File: src/rtl/quad_decoder.sv
// Quadrature decoder: synchronizes encoder phases A/B, emits step/dir pulses and a wrapping count.
// Optional index reset of the count is built when QDEC_INDEX_EN is defined.
module quad_decoder #(
  parameter int WIDTH       = 4,
  parameter int SYNC_STAGES = 2
) (
  input  logic             clk,
  input  logic             rst_n,
  input  logic             a_in,
  input  logic             b_in,
  input  logic             err_clr,
`ifdef QDEC_INDEX_EN
  input  logic             idx_in,
`endif
  output logic [WIDTH-1:0] count,
  output logic             dir,
  output logic             step,
  output logic             err
);

  localparam int                 PRIME_W    = $clog2(SYNC_STAGES + 2);
  localparam logic [PRIME_W-1:0] PRIME_DONE = PRIME_W'(SYNC_STAGES + 1);

  logic [SYNC_STAGES-1:0] a_sync_q, a_sync_d;
  logic [SYNC_STAGES-1:0] b_sync_q, b_sync_d;
  logic [1:0]             prev_q, prev_d;
  logic [1:0]             cur;
  logic [PRIME_W-1:0]     prime_cnt_q, prime_cnt_d;
  logic                   primed;
  logic [WIDTH-1:0]       count_q, count_d;
  logic                   dir_q, dir_d;
  logic                   step_q, step_d;
  logic                   err_q, err_d;
  logic                   fwd, bwd, illegal;

`ifdef QDEC_INDEX_EN
  logic [SYNC_STAGES-1:0] idx_sync_q, idx_sync_d;
  logic                   idx_prev_q, idx_prev_d;
  logic                   idx_rise;
`endif

  assign cur    = {a_sync_q[SYNC_STAGES-1], b_sync_q[SYNC_STAGES-1]};
  assign primed = (prime_cnt_q == PRIME_DONE);

  // Gray-code transition classification on {a,b}: forward is 00->10->11->01->00.
  always_comb begin
    fwd     = 1'b0;
    bwd     = 1'b0;
    illegal = 1'b0;
    case ({prev_q, cur})
      4'b00_10, 4'b10_11, 4'b11_01, 4'b01_00: fwd     = 1'b1;
      4'b00_01, 4'b01_11, 4'b11_10, 4'b10_00: bwd     = 1'b1;
      4'b00_11, 4'b11_00, 4'b01_10, 4'b10_01: illegal = 1'b1;
      default: ;
    endcase
  end

  always_comb begin
    a_sync_d    = {a_sync_q[SYNC_STAGES-2:0], a_in};
    b_sync_d    = {b_sync_q[SYNC_STAGES-2:0], b_in};
    prev_d      = cur;
    prime_cnt_d = primed ? prime_cnt_q : prime_cnt_q + PRIME_W'(1);
    count_d     = count_q;
    dir_d       = dir_q;
    step_d      = 1'b0;
    err_d       = err_q;
`ifdef QDEC_INDEX_EN
    idx_sync_d  = {idx_sync_q[SYNC_STAGES-2:0], idx_in};
    idx_prev_d  = idx_sync_q[SYNC_STAGES-1];
    idx_rise    = primed & idx_sync_q[SYNC_STAGES-1] & ~idx_prev_q;
`endif

    if (primed) begin
      if (err_clr) err_d = 1'b0;
      if (fwd) begin
        count_d = count_q + WIDTH'(1);
        dir_d   = 1'b1;
        step_d  = 1'b1;
      end else if (bwd) begin
        count_d = count_q - WIDTH'(1);
        dir_d   = 1'b0;
        step_d  = 1'b1;
      end else if (illegal) begin
        err_d = 1'b1;
      end
`ifdef QDEC_INDEX_EN
      // Index edge zeroes the position but leaves the step/dir report intact.
      if (idx_rise) count_d = '0;
`endif
    end else if (err_clr) begin
      err_d = 1'b0;
    end
  end

  always_ff @(posedge clk or negedge rst_n) begin
    if (!rst_n) begin
      a_sync_q    <= '0;
      b_sync_q    <= '0;
      prev_q      <= 2'b00;
      prime_cnt_q <= '0;
      count_q     <= '0;
      dir_q       <= 1'b0;
      step_q      <= 1'b0;
      err_q       <= 1'b0;
`ifdef QDEC_INDEX_EN
      idx_sync_q  <= '0;
      idx_prev_q  <= 1'b0;
`endif
    end else begin
      a_sync_q    <= a_sync_d;
      b_sync_q    <= b_sync_d;
      prev_q      <= prev_d;
      prime_cnt_q <= prime_cnt_d;
      count_q     <= count_d;
      dir_q       <= dir_d;
      step_q      <= step_d;
      err_q       <= err_d;
`ifdef QDEC_INDEX_EN
      idx_sync_q  <= idx_sync_d;
      idx_prev_q  <= idx_prev_d;
`endif
    end
  end

  assign count = count_q;
  assign dir   = dir_q;
  assign step  = step_q;
  assign err   = err_q;

endmodule

File: config.mk
export PLATFORM = sky130hd
export DESIGN_NAME = quad_decoder
export DESIGN_NICKNAME = d
export VERILOG_FILES = /design/src/rtl/quad_decoder.sv
export SDC_FILE = /design/constraint.sdc
export NUM_CORES = 1
export LEC_CHECK = 0
export ABC_AREA = 1
export ABC_CLOCK_PERIOD_IN_PS = 3300
export BUFFER_PORTS_ARGS = -buffer_cell sky130_fd_sc_hd__buf_2
export CAP_MARGIN = 10
export CELL_PAD_IN_SITES_DETAIL_PLACEMENT = 0
export CELL_PAD_IN_SITES_GLOBAL_PLACEMENT = 1
export CORE_MARGIN = 10
export CORE_UTILIZATION = 41
export CTS_CLUSTER_DIAMETER = 30
export DETAILED_ROUTE_END_ITERATION = 8
export PLACE_DENSITY_LB_ADDON = 0.2
export SYNTH_ARGS = -nofsm -noshare
export SYNTH_HDL_FRONTEND = slang
export SYNTH_SLANG_ARGS = --single-unit
export TNS_END_PERCENT = 100
File: constraint.sdc
create_clock -name clk -period 3.3 [get_ports clk]
set_input_delay 0.66 -clock clk [delete_from_list [all_inputs] [get_ports clk]]
set_output_delay 0.66 -clock clk [all_outputs]
set_load 0.005 [all_outputs]
==> results of run 1 <==
-- final cells by class --
class                           count  share of cell area
Clock buffer                        3              0.0285
Timing Repair Buffer               11              0.0696
Tap cell                           16              0.0253
Multi-Input combinational cell     50               0.329
Clock inverter                      1             0.00633
Sequential cell                    15               0.475
Inverter                           14              0.0665
-- power by group --
part,switching [mW],internal (mW)
Clock,0.0572,0.0449
Sequential,0.0323,0.217
Combinational,0.0861,0.0644
Total,0.176,0.326
-- per-layer routing --
layer	routed length [µm]	vias up	GRT usage
li1	-	276	-
met4	0	0	0.0219
met1	579	244	0.0955
met2	563	9	0.130
met5	0	-	0
met3	67	0	0.0251
-- sequential cells by signal, summed over array words and instances, names as in the netlist --
| signal | count |
|---|---|
| count | 4 |
| a_sync_q | 2 |
| b_sync_q | 2 |
| prev_q | 2 |
| prime_cnt_q | 2 |
| dir | 1 |
| err | 1 |
| step | 1 |
-- cells by family after synthesis --
logic type	count (synthesis)	synth area share
fa+ha+maj	2	0.0364
xor+xnor	2	0.0255
flops	15	0.545
buf+inv	14	0.0764
simple gates	37	0.225
compound gates	9	0.0909
-- synthesized netlist by cell type --
| library cell | n |
|---|---|
| sky130_fd_sc_hd__a21oi_1 | 2 |
| sky130_fd_sc_hd__a21oi_4 | 1 |
| sky130_fd_sc_hd__dfrtp_1 | 15 |
| sky130_fd_sc_hd__ha_1 | 2 |
| sky130_fd_sc_hd__inv_1 | 9 |
| sky130_fd_sc_hd__inv_2 | 5 |
| sky130_fd_sc_hd__nand2_1 | 28 |
| sky130_fd_sc_hd__nand2_2 | 4 |
| sky130_fd_sc_hd__nand3_1 | 3 |
| sky130_fd_sc_hd__nand4_1 | 1 |
| sky130_fd_sc_hd__nor2_1 | 1 |
| sky130_fd_sc_hd__o21ai_0 | 3 |
| sky130_fd_sc_hd__o22ai_1 | 1 |
| sky130_fd_sc_hd__o31ai_1 | 2 |
| sky130_fd_sc_hd__xnor2_1 | 1 |
| sky130_fd_sc_hd__xor2_1 | 1 |
-- worst max path at each step --
stage / start / to / slack (ns)
after floorplan: a_sync_q[1]$_DFF_PN0_ / count[2]$_DFFE_PN0P_ / 1.91
after global placement: b_sync_q[1]$_DFF_PN0_ / count[2]$_DFFE_PN0P_ / 1.79
after detailed placement: b_sync_q[1]$_DFF_PN0_ / count[2]$_DFFE_PN0P_ / 1.77
after CTS: count[0]$_DFFE_PN0P_ / count[0] / 1.74
after global routing: b_sync_q[1]$_DFF_PN0_ / count[2]$_DFFE_PN0P_ / 1.54
final: b_sync_q[1]$_DFF_PN0_ / count[2]$_DFFE_PN0P_ / 1.76
-- per-stage QoR --
stage	area, µm²	std cells	setup slack [ns]	hold slack (ns)	power [mW]
global route	791	110	1.54	0.273	0.554
floorplan	688	79	1.91	0.331	0.347
global placement	763	106	1.79	0.332	0.402
CTS	791	110	1.74	0.267	0.512
detailed placement	763	106	1.77	0.348	0.407
finish	791	110	1.76	0.265	0.502
-- critical path: stages, from the launching register on --
cell,delay [ns]
sky130_fd_sc_hd__dfrtp_1,0.42
sky130_fd_sc_hd__inv_2,0.07
sky130_fd_sc_hd__nand2_1,0.07
sky130_fd_sc_hd__nand2_2,0.07
sky130_fd_sc_hd__nor2_1,0.16
sky130_fd_sc_hd__nand2_1,0.07
sky130_fd_sc_hd__nand2_1,0.06
sky130_fd_sc_hd__inv_1,0.04
sky130_fd_sc_hd__ha_1,0.16
sky130_fd_sc_hd__inv_1,0.05
sky130_fd_sc_hd__nand2_1,0.06
sky130_fd_sc_hd__inv_1,0.06
sky130_fd_sc_hd__nand2_1,0.04
sky130_fd_sc_hd__nand3_1,0.07
sky130_fd_sc_hd__nand2_1,0.05
==> flow_summary.rst, run 1 <==
.. list-table::
   :header-rows: 1

   * - Metric
     - Value
   * - Final Critical Period
     - 1.54 ns
   * - Setup TNS
     - 0 ns
   * - Unrepaired setup endpoints after global routing
     - no
   * - Number of flip-flops and latches in the synthesized netlist
     - 15
   * - Final weighted congestion in routability-driven placement
     - between 0.8 and 0.9
   * - Leakage power
     - 0.438 nW
   * - Initial cell density of the core
     - 0.446
   * - Setup slack on the worst flop-to-flop path
     - 1.76 ns
   * - Die outline area
     - 3720 µm²
   * - Signal arrival time at the worst endpoint
     - 1.72 ns
   * - Global-route wire length before repair
     - 2280 µm
   * - Worst skew pair latency
     - between 0.2 and 0.3 ns
   * - Number of gates resized after cts
     - 0
   * - Count of final hold-check violations
     - 0
   * - Layout Area Growth over Synthesis
     - 14.9%
   * - CP Capture Type
     - register
   * - Clock Pin Slew Worst Setup and Hold Paths
     - 0.09 ns
   * - Count of pins on the block boundary
     - 12
   * - Routed length per instance
     - 11.0 µm
   * - Most frequent standard cell in the layout excluding fill and tap cells
     - sky130_fd_sc_hd__nand2_1
   * - Worst EP required
     - roughly 3.5 ns
   * - Crit Reg-Reg Endpoint
     - count[2]$_DFFE_PN0P_
   * - Total global routing track utilization
     - 0.0785
   * - Residual DRC
     - 0
   * - Deepest clock path buffer count
     - 2
   * - Clock root buffer master
     - sky130_fd_sc_hd__clkbuf_4
   * - Detailed-routing iteration count for the pre-antenna-repair pass
     - 4
   * - Max Cap Violations
     - 0
   * - Standard-cell row count
     - 14
   * - Final setup violation count
     - 0
   * - Routed Wire Length
     - 1210 µm
   * - Path depth of the worst reg2reg path
     - 14
   * - Storage cell area
     - between 300 and 400 µm²
   * - Cts bufs inserted
     - 3
   * - Area fraction of the dominant cell type after synthesis
     - 0.545
   * - Commonest cells after routing, fill and taps aside
     - sky130_fd_sc_hd__nand2_1, sky130_fd_sc_hd__dfrtp_1, sky130_fd_sc_hd__buf_2
   * - Max Fclk
     - 649 MHz
   * - Final clock period utilization by the worst path
     - 0.467
   * - Seq/Total Area, Yosys
     - 0.545
   * - Maximum number of pins on one net before global-route repair
     - 16
   * - Number of antenna cells inserted
     - 0
   * - Number of nets with antenna violations after detailed routing
     - 0
   * - Ratio of cells with drive above 1 in the final layout
     - 0.266
   * - Number of antenna violations at the first check in global routing
     - 0
   * - Vias after detailed routing
     - between 500 and 600
   * - Total number of nets in the final design
     - 102
   * - Clock sink count
     - 15
   * - Status
     - finished clean
   * - Height of the die
     - between 60 and 70 µm
   * - Largest cells by area after synthesis
     - sky130_fd_sc_hd__dfrtp_1, sky130_fd_sc_hd__nand2_1, sky130_fd_sc_hd__inv_1
   * - Yosys warnings
     - 0
   * - Setup repair bufs after CTS
     - 0
   * - Synthesized netlist cell count
     - 79
   * - Net count after synthesis
     - 86
   * - Maximum level of the CTS H-tree
     - 1
   * - I/O Buffers
     - 11
   * - Final-report max-slew violation count
     - 0
   * - Core footprint
     - 1540 µm²
   * - Via count of the first global-routing pass
     - 558
   * - Launching point of the worst reg2reg path
     - b_sync_q[1]$_DFF_PN0_
   * - WS Path Type
     - reg2reg
   * - Tightest Hold Check Type
     - in2async
   * - Startpoint type of the worst setup path
     - register
   * - Synth Area per Inst
     - 8.71 µm²
   * - Cell area after synthesis
     - 688 µm²
   * - Horizontal die dimension
     - 61.0 µm
   * - Remaining Overflow, GRT
     - 0
   * - Estimated wirelength of the detail-placed design
     - between 900 and 1000 µm
   * - Area leader, netlist
     - sky130_fd_sc_hd__dfrtp_1
   * - Hold buffers post-CTS
     - 0
   * - Number of design-rule violations left by the first detailed-router iteration
     - 6
   * - Worst slew slack as a fraction of its limit
     - 0.770
   * - FILL cells
     - 158
   * - Distinct cell type count after synthesis
     - 16
   * - Power per unit of standard cell area
     - 634 nW/µm²
   * - Multi-input logic area
     - approximately 260 µm²
   * - Via/cell ratio
     - around 4.8
   * - Worst supply voltage drop on vdd
     - between 0.3 and 0.4 mV
   * - Fraction of the core area covered by cells at the end of the flow
     - 0.513
   * - Maximum clock skew at final layout
     - 0.00520 ns
   * - Max Fanout on Critical Path
     - 4
   * - Slew at the pin closest to its max-slew limit
     - 0.341 ns
   * - CTS tree
     - yes
(Power assumes the default switching activity.)
==> inputs of run 2 (changes only) <==
- ABC_AREA: 1 -> 0
- ABC_CLOCK_PERIOD_IN_PS: 3300 -> 1400
- CORE_UTILIZATION: 41 -> 37
- clock period: 3.3 -> 1.4 ns (I/O delays scaled with it)
==> run 2 against run 1 <==
Against the previous run:
- sequential cell count is the same
- the flow now finishes with violations (setup timing)
- sequential power grew 150%
- register-to-register slack lost 2.0 ns
- synthesized cell count shrank 42%
- clock power grew 140%
- setup slack lost 2.0 ns
==> flow_summary.rst, run 2 <==
.. list-table::
   :header-rows: 1

   * - Metric
     - Value
   * - Status
     - complete, but fails checks
   * - Violated checks
     - setup timing
   * - Number of placed cells counting well taps
     - between 80 and 90
   * - Count of pins on the block boundary
     - 12
   * - Final weighted congestion in routability-driven placement
     - a little over 0.7
   * - Initial cell density of the core
     - 0.403
   * - Residual DRC
     - 0
   * - Area fraction of the dominant cell type after synthesis
     - 0.598
   * - Met1 Track Usage GR
     - 0.0839
   * - Most instantiated cells after synthesis
     - sky130_fd_sc_hd__dfrtp_1, sky130_fd_sc_hd__xnor2_1, sky130_fd_sc_hd__xor2_1
   * - Distinct cell type count after synthesis
     - 19
   * - Deepest clock path buffer count
     - 2
   * - Most used flip-flop cell after synthesis
     - sky130_fd_sc_hd__dfrtp_1
   * - Horizontal die dimension
     - 61.2 µm
   * - Layout Area Growth over Synthesis
     - 52.0%
   * - Vias after detailed routing
     - 432
   * - Tightest Hold Check Type
     - in2reg
   * - Max Fanout on Critical Path
     - 3
   * - WS Path Type
     - reg2reg
   * - Max Fclk
     - 618 MHz
   * - Die outline area
     - approximately 3700 µm²
   * - Post-synthesis async set-or-reset flop share
     - 1.00
   * - Worst EP required
     - approximately 1.6 ns
   * - Count of final hold-check violations
     - 0
   * - Worst Slack Setup Final
     - -0.218 ns
   * - Total global routing track utilization
     - 0.0716
   * - Number of flip-flops and latches in the synthesized netlist
     - 15
   * - Largest cells by area after synthesis
     - sky130_fd_sc_hd__dfrtp_1, sky130_fd_sc_hd__xnor2_1, sky130_fd_sc_hd__xor2_1
   * - Maximum number of pins on one net before global-route repair
     - 16
   * - Synth Area per Inst
     - 13.7 µm²
   * - Global-route wire length before repair
     - between 1500 and 2000 µm
   * - Worst supply voltage drop on vdd
     - a little over 0.7 mV
   * - Highest-delay cell along the critical path
     - sky130_fd_sc_hd__dfrtp_1
   * - Total number of nets in the final design
     - 87
   * - Remaining Overflow, GRT
     - 0
   * - Biggest cell delay along the critical path
     - 0.44 ns
   * - Number of enable flip-flop cells after synthesis
     - 0
   * - Worst slew slack as a fraction of its limit
     - 0.768
   * - Standard-cell row count
     - 14
   * - Core footprint
     - 1560 µm²
   * - Routed length per instance
     - about 13 µm
   * - Storage cell area
     - 377 µm²
   * - Clock Pin Slew Worst Setup and Hold Paths
     - roughly 0.090 ns
   * - Via/cell ratio
     - roughly 4.5
   * - Final clock period utilization by the worst path
     - 1.16
   * - Area leader, netlist
     - sky130_fd_sc_hd__dfrtp_1
   * - Number of flip-flops in the largest register
     - 4
   * - Height of the die
     - ~61 µm
   * - Startpoint type of the worst setup path
     - register
   * - Cts bufs inserted
     - 3
   * - Fraction of met2 tracks used by global routing
     - 0.108
   * - Setup TNS
     - -0.878 ns
   * - Met3 capacity usage during global routing
     - 0.0309
   * - I/O Buffers
     - 11
   * - Number of design-rule violations left by the first detailed-router iteration
     - 6
   * - Number of nets with antenna violations after detailed routing
     - 0
   * - Seq/Total Area, Yosys
     - 0.598
   * - Final setup violation count
     - 6
   * - Most frequent standard cell in the layout excluding fill and tap cells
     - sky130_fd_sc_hd__buf_4
   * - Multi-input logic area
     - around 320 µm²
   * - Routed Wire Length
     - 1270 µm
   * - Leakage power
     - 0.444 nW
   * - CP dominant cell by count
     - sky130_fd_sc_hd__xnor2_1
   * - Ordered list of cells on the worst path
     - xor2_2, nor2_2, xnor2_1, ha_1, a211oi_2, o211ai_1, xnor2_1
   * - Slew at the pin closest to its max-slew limit
     - 0.346 ns
   * - Maximum clock skew at final layout
     - 0.00499 ns
   * - CP Capture Type
     - register
   * - Maximum level of the CTS H-tree
     - 1
   * - FILL cells
     - 120
   * - Clock sink count
     - 15
   * - Via count of the first global-routing pass
     - 444
   * - Unrepaired setup endpoints after global routing
     - yes
   * - Final Critical Period
     - 1.62 ns
   * - Worst skew pair latency
     - about 0.28 ns
   * - Net count after synthesis
     - 53
   * - Signal arrival time at the worst endpoint
     - 1.79 ns
   * - Detailed-routing iteration count for the pre-antenna-repair pass
     - 3
   * - Cell Count, Final, Fillers Out
     - 95
   * - Most common cell in the netlist
     - sky130_fd_sc_hd__dfrtp_1
   * - Clock root buffer master
     - sky130_fd_sc_hd__clkbuf_4
   * - Synthesized netlist cell count
     - 46
   * - Number of antenna violations at the first check in global routing
     - 0
   * - CTS tree
     - yes
   * - Power per unit of standard cell area
     - 1420 nW/µm²
   * - Cell area after synthesis
     - 628 µm²
   * - Yosys warnings
     - 0
   * - Number of antenna cells inserted
     - 0
   * - Ratio of cells with drive above 1 in the final layout
     - 0.595
   * - Final-report max-slew violation count
     - 0
   * - Commonest cells after routing, fill and taps aside
     - sky130_fd_sc_hd__buf_4, sky130_fd_sc_hd__dfrtp_1, sky130_fd_sc_hd__buf_2
   * - Max Cap Violations
     - 0
   * - Busiest layer in global routing
     - met2
## run 2: changes by cell type after synthesis, sizes merged, moves of 2 or more
cell,change
o31ai,-2
nand3,-2
mux2,+2
o211ai,+2
a21oi,-3
xor2,+2
xnor2,+8
nand2,-30
o21ai,-3
inv,-12
## run 2: worst paths after layout
path	from	endpoint	slack, ns	cells after the start
min in group asynchronous	rst_n	err$_DFF_PN0_	0.42	2
max in group asynchronous	rst_n	prev_q[0]$_DFF_PN0_	0.71	2
max reg2reg	prev_q[1]$_DFF_PN0_	count[2]$_DFFE_PN0P_	-0.22	7
min	a_in	a_sync_q[0]$_DFF_PN0_	0.1	1
max	prev_q[1]$_DFF_PN0_	count[2]$_DFFE_PN0P_	-0.22	7
min reg2reg	a_sync_q[0]$_DFF_PN0_	a_sync_q[1]$_DFF_PN0_	0.36	0
## run 2: layer usage
metal | share of wire | wire length (µm) | up-vias
li1 | - | - | 218
met3 | 0.060 | 76 | 2
met2 | 0.48 | 611 | 10
met5 | 0 | 0 | -
met4 | 0.0055 | 7 | 0
met1 | 0.45 | 577 | 202
## run 2: power breakdown
part / internal [mW] / switching (mW) / leakage [nW]
Clock: 0.106 / 0.139 / 0.0177
Combinational: 0.309 / 0.189 / 0.257
Sequential: 0.522 / 0.0924 / 0.169
Total: 0.937 / 0.420 / 0.444
## run 2: cell families (layout without fill, tap and decap cells)
family,after synthesis,count (layout),share of synthesized area
flops,15,15,0.598
xor+xnor,12,12,0.167
mux,2,2,0.0418
fa+ha+maj,2,2,0.0398
simple gates,6,6,0.0478
compound gates,6,6,0.0857
buf+inv,3,36,0.0199
## run 2: through the flow
stage,power (mW),instance area (µm²),setup WS [ns],hold WS (ns),util
floorplan,0.851,628,-0.136,-0.0156,-
global placement,1.04,766,-0.204,0.203,0.491
detailed placement,1.05,766,-0.237,0.206,0.491
CTS,1.35,898,-0.186,0.0868,0.576
global route,1.45,955,-0.316,0.0860,0.612
finish,1.36,955,-0.218,0.0953,0.612
## run 2: repair_timing
item                                    in CTS  in global routing
cloned                                       0                  0
pin swaps                                    9                  3
hold buffers                                 1                  0
endpoints found under the setup margin       4                  6
endpoints found under the hold margin       15                  0
buffers inserted                             6                  3
resized for setup                            9                  4
## run 2: cell type report
| type | instances | share of cell area |
|---|---|---|
| flip-flops and latches | 15 | 0.394 |
| clock buffers | 3 | 0.0236 |
| well taps | 16 | 0.0210 |
| clock inverters | 1 | 0.00524 |
| repair buffers | 30 | 0.218 |
| inverters | 2 | 0.00786 |
| multi-input cells | 28 | 0.330 |
## run 2: worst max-delay path: cells and delay by family, from the launching register on
kind / cells / cell delay [ns]
AO/OA/AOI/OAI: 2 / 0.30
XOR/XNOR: 3 / 0.43
flip-flops: 1 / 0.44
adder cells (fa/ha/maj): 1 / 0.21
AND/OR/NAND/NOR: 1 / 0.13
==> inputs of run 3 (changes only) <==
==> constraint.sdc (replaced) <==
create_clock -name clk -period 1.4 [get_ports clk]
set_input_delay 0.28 -clock clk [delete_from_list [all_inputs] [get_ports clk]]
set_output_delay 0.28 -clock clk [all_outputs]
set_load 0.1 [all_outputs]
==> run 3 against run 2 <==
Against the previous run:
- the flow still finishes with violations (setup timing)
- clock power about the same
- sequential power increased by 7.8%
- critical path type unchanged
- setup slack got worse by 0.052 ns
- wire length increased by 8.8%
- total power increased by 63%
- clock skew increased by 0.0018 ns
- cell area increased by 12%
- largest power group is now combinational cells
- highest routed layer unchanged
- worst hold slack about the same
- first-iteration DRC count increased by 17%
- die area unchanged
- fmax decreased by 3.1%
- core utilization increased by 7.1 points
==> flow_summary.rst, run 3 (same netlist as run 2, synthesis figures left out) <==
.. list-table::
   :header-rows: 1

   * - Metric
     - Value
   * - Status
     - complete, but fails checks
   * - Violated checks
     - setup timing
   * - Startpoint type of the worst setup path
     - register
   * - Top routing layer in use
     - met4
   * - Via count of the first global-routing pass
     - 539
   * - Total number of nets in the final design
     - 90
   * - Worst slew slack as a fraction of its limit
     - 0.677
   * - Final Critical Period
     - 1.67 ns
   * - Max Fanout on Critical Path
     - 3
   * - Worst supply voltage drop on vdd
     - 1.14 mV
   * - Unrepaired setup endpoints after global routing
     - yes
   * - Met2 Wirelength
     - between 700 and 800 µm
   * - Routed length on met1
     - around 590 µm
   * - CTS tree
     - yes
   * - Count of final hold-check violations
     - 0
   * - Final setup violation count
     - 6
   * - Count of pins on the block boundary
     - 12
   * - Standard-cell row count
     - 14
   * - Max Cap Violations
     - 0
   * - Final-report max-slew violation count
     - 0
   * - Ratio of cells with drive above 1 in the final layout
     - 0.659
   * - Clock sink count
     - 15
   * - Source of the worst hold timing path
     - a_in
   * - Signal arrival time at the worst endpoint
     - 1.84 ns
   * - Power per unit of standard cell area
     - 2070 nW/µm²
   * - Launching point of the worst reg2reg path
     - b_sync_q[1]$_DFF_PN0_
   * - Number of flip-flops in the largest register
     - 4
   * - Remaining Overflow, GRT
     - 0
   * - Maximum clock skew at final layout
     - 0.00681 ns
   * - Most frequent standard cell in the layout excluding fill and tap cells
     - sky130_fd_sc_hd__buf_4
   * - WS Path Type
     - reg2reg
   * - Horizontal die dimension
     - 61.2 µm
   * - FILL cells
     - 120
   * - Worst hold margin
     - approximately 0.095 ns
   * - Height of the die
     - 61.2 µm
   * - Worst Slack Setup Final
     - -0.270 ns
   * - Clock root buffer master
     - sky130_fd_sc_hd__clkbuf_4
   * - Residual DRC
     - 0
   * - Tightest Hold Check Type
     - in2reg
   * - Initial cell density of the core
     - 0.403
   * - Final clock period utilization by the worst path
     - 1.19
   * - Amount of wire on met3 after detailed routing
     - 76 µm
   * - Deepest clock path buffer count
     - 2
   * - Clock Pin Slew Worst Setup and Hold Paths
     - roughly 0.09 ns
   * - Worst-case setup slack after placement
     - -0.225 ns
   * - Maximum number of pins on one net before global-route repair
     - 16
   * - Core footprint
     - 1560 µm²
   * - Max Fclk
     - around 600 MHz
   * - Worst skew pair latency
     - 0.28 ns
   * - CP Capture Type
     - register
   * - Commonest cells after routing, fill and taps aside
     - sky130_fd_sc_hd__buf_4, sky130_fd_sc_hd__dfrtp_1, sky130_fd_sc_hd__buf_2
   * - Vias after detailed routing
     - about 470
   * - Routed length per instance
     - 14.1 µm
   * - Number of placed cells counting well taps
     - between 80 and 90
   * - Number of nets with antenna violations after detailed routing
     - 0
   * - Fraction of the core area covered by cells at the end of the flow
     - 0.684
   * - Global-route wire length before repair
     - 2200 µm
   * - Design Power
     - 2.21 mW
   * - Maximum level of the CTS H-tree
     - 1
   * - Routed Wire Length
     - ~1400 µm
   * - Estimated wirelength of the detail-placed design
     - a little under 900 µm
   * - Number of antenna cells inserted
     - 0
   * - Die outline area
     - 3750 µm²
   * - Number of antenna violations at the first check in global routing
     - 0
   * - Slew at the pin closest to its max-slew limit
     - 0.488 ns
   * - Layout Area Growth over Synthesis
     - 69.7%
   * - Cell Count, Final, Fillers Out
     - 98
   * - Leakage power
     - ~0.47 nW
   * - Detailed-routing iteration count for the pre-antenna-repair pass
     - 3
   * - Cts bufs inserted
     - 3
   * - Number of design-rule violations left by the first detailed-router iteration
     - 7
   * - Setup crit start
     - b_sync_q[1]$_DFF_PN0_
   * - Final weighted congestion in routability-driven placement
     - around 0.74
   * - Via/cell ratio
     - around 4.8
   * - I/O Buffers
     - 11
   * - Total global routing track utilization
     - 0.0798
   * - Worst EP required
     - 1.57 ns
[run 3: per-stage QoR]
stage | cell area, µm² | TNS (ns)
finish | 1070 | -1.25
global placement | 825 | -0.614
global route | 1070 | -1.61
detailed placement | 825 | -0.605
floorplan | 634 | -0.250
CTS | 980 | -0.495
[run 3: where the power goes]
part           switching (mW)  total [mW]  internal (mW)
logic                   0.791        1.30          0.509
clock network           0.137       0.247          0.111
registers               0.124       0.662          0.538
total                    1.05        2.21           1.16
[run 3: per-layer routing]
metal | vias to the layer above | track usage
met5 | - | 0
met1 | 231 | 0.0867
met4 | 0 | 0.0456
li1 | 225 | -
met3 | 2 | 0.0288
met2 | 11 | 0.132
[run 3: final timing paths]
| check | cells past startpoint | slack, ns | end |
|---|---|---|---|
| hold / removal | 1 | 0.1 | a_sync_q[0]$_DFF_PN0_ |
| setup / recovery | 7 | -0.27 | count[1]$_DFFE_PN0P_ |
| max in group asynchronous | 2 | 0.68 | count[1]$_DFFE_PN0P_ |
| setup reg to reg | 7 | -0.27 | count[1]$_DFFE_PN0P_ |
| hold reg to reg | 0 | 0.36 | a_sync_q[1]$_DFF_PN0_ |
| min in group asynchronous | 2 | 0.43 | err$_DFF_PN0_ |
[run 3: timing repair]
| action | CTS | global route |
|---|---|---|
| endpoints found under the hold margin | 15 | 0 |
| hold buffers | 1 | 0 |
| setup endpoints to repair | 6 | 8 |
| pin swaps | 5 | 12 |
| gates resized for setup | 12 | 10 |
| buffers inserted | 8 | 3 |
[run 3: layout make-up]
cell class | count | area, µm² | share of cell area
Inverter | 2 | 7.51 | 0.00704
Tap cell | 16 | 20.0 | 0.0188
Sequential cell | 15 | 384 | 0.360
Clock buffer | 4 | 26.3 | 0.0246
Multi-Input combinational cell | 28 | 335 | 0.315
Timing Repair Buffer | 33 | 293 | 0.275
[run 3: critical path: stages (launching register included)]
cell and delay [ns]:
sky130_fd_sc_hd__dfrtp_2 0.44, sky130_fd_sc_hd__buf_4 0.15, sky130_fd_sc_hd__buf_6 0.12, sky130_fd_sc_hd__xnor2_4 0.16, sky130_fd_sc_hd__xnor2_1 0.15, sky130_fd_sc_hd__buf_4 0.17, sky130_fd_sc_hd__nand2_4 0.06, sky130_fd_sc_hd__mux2_4 0.31
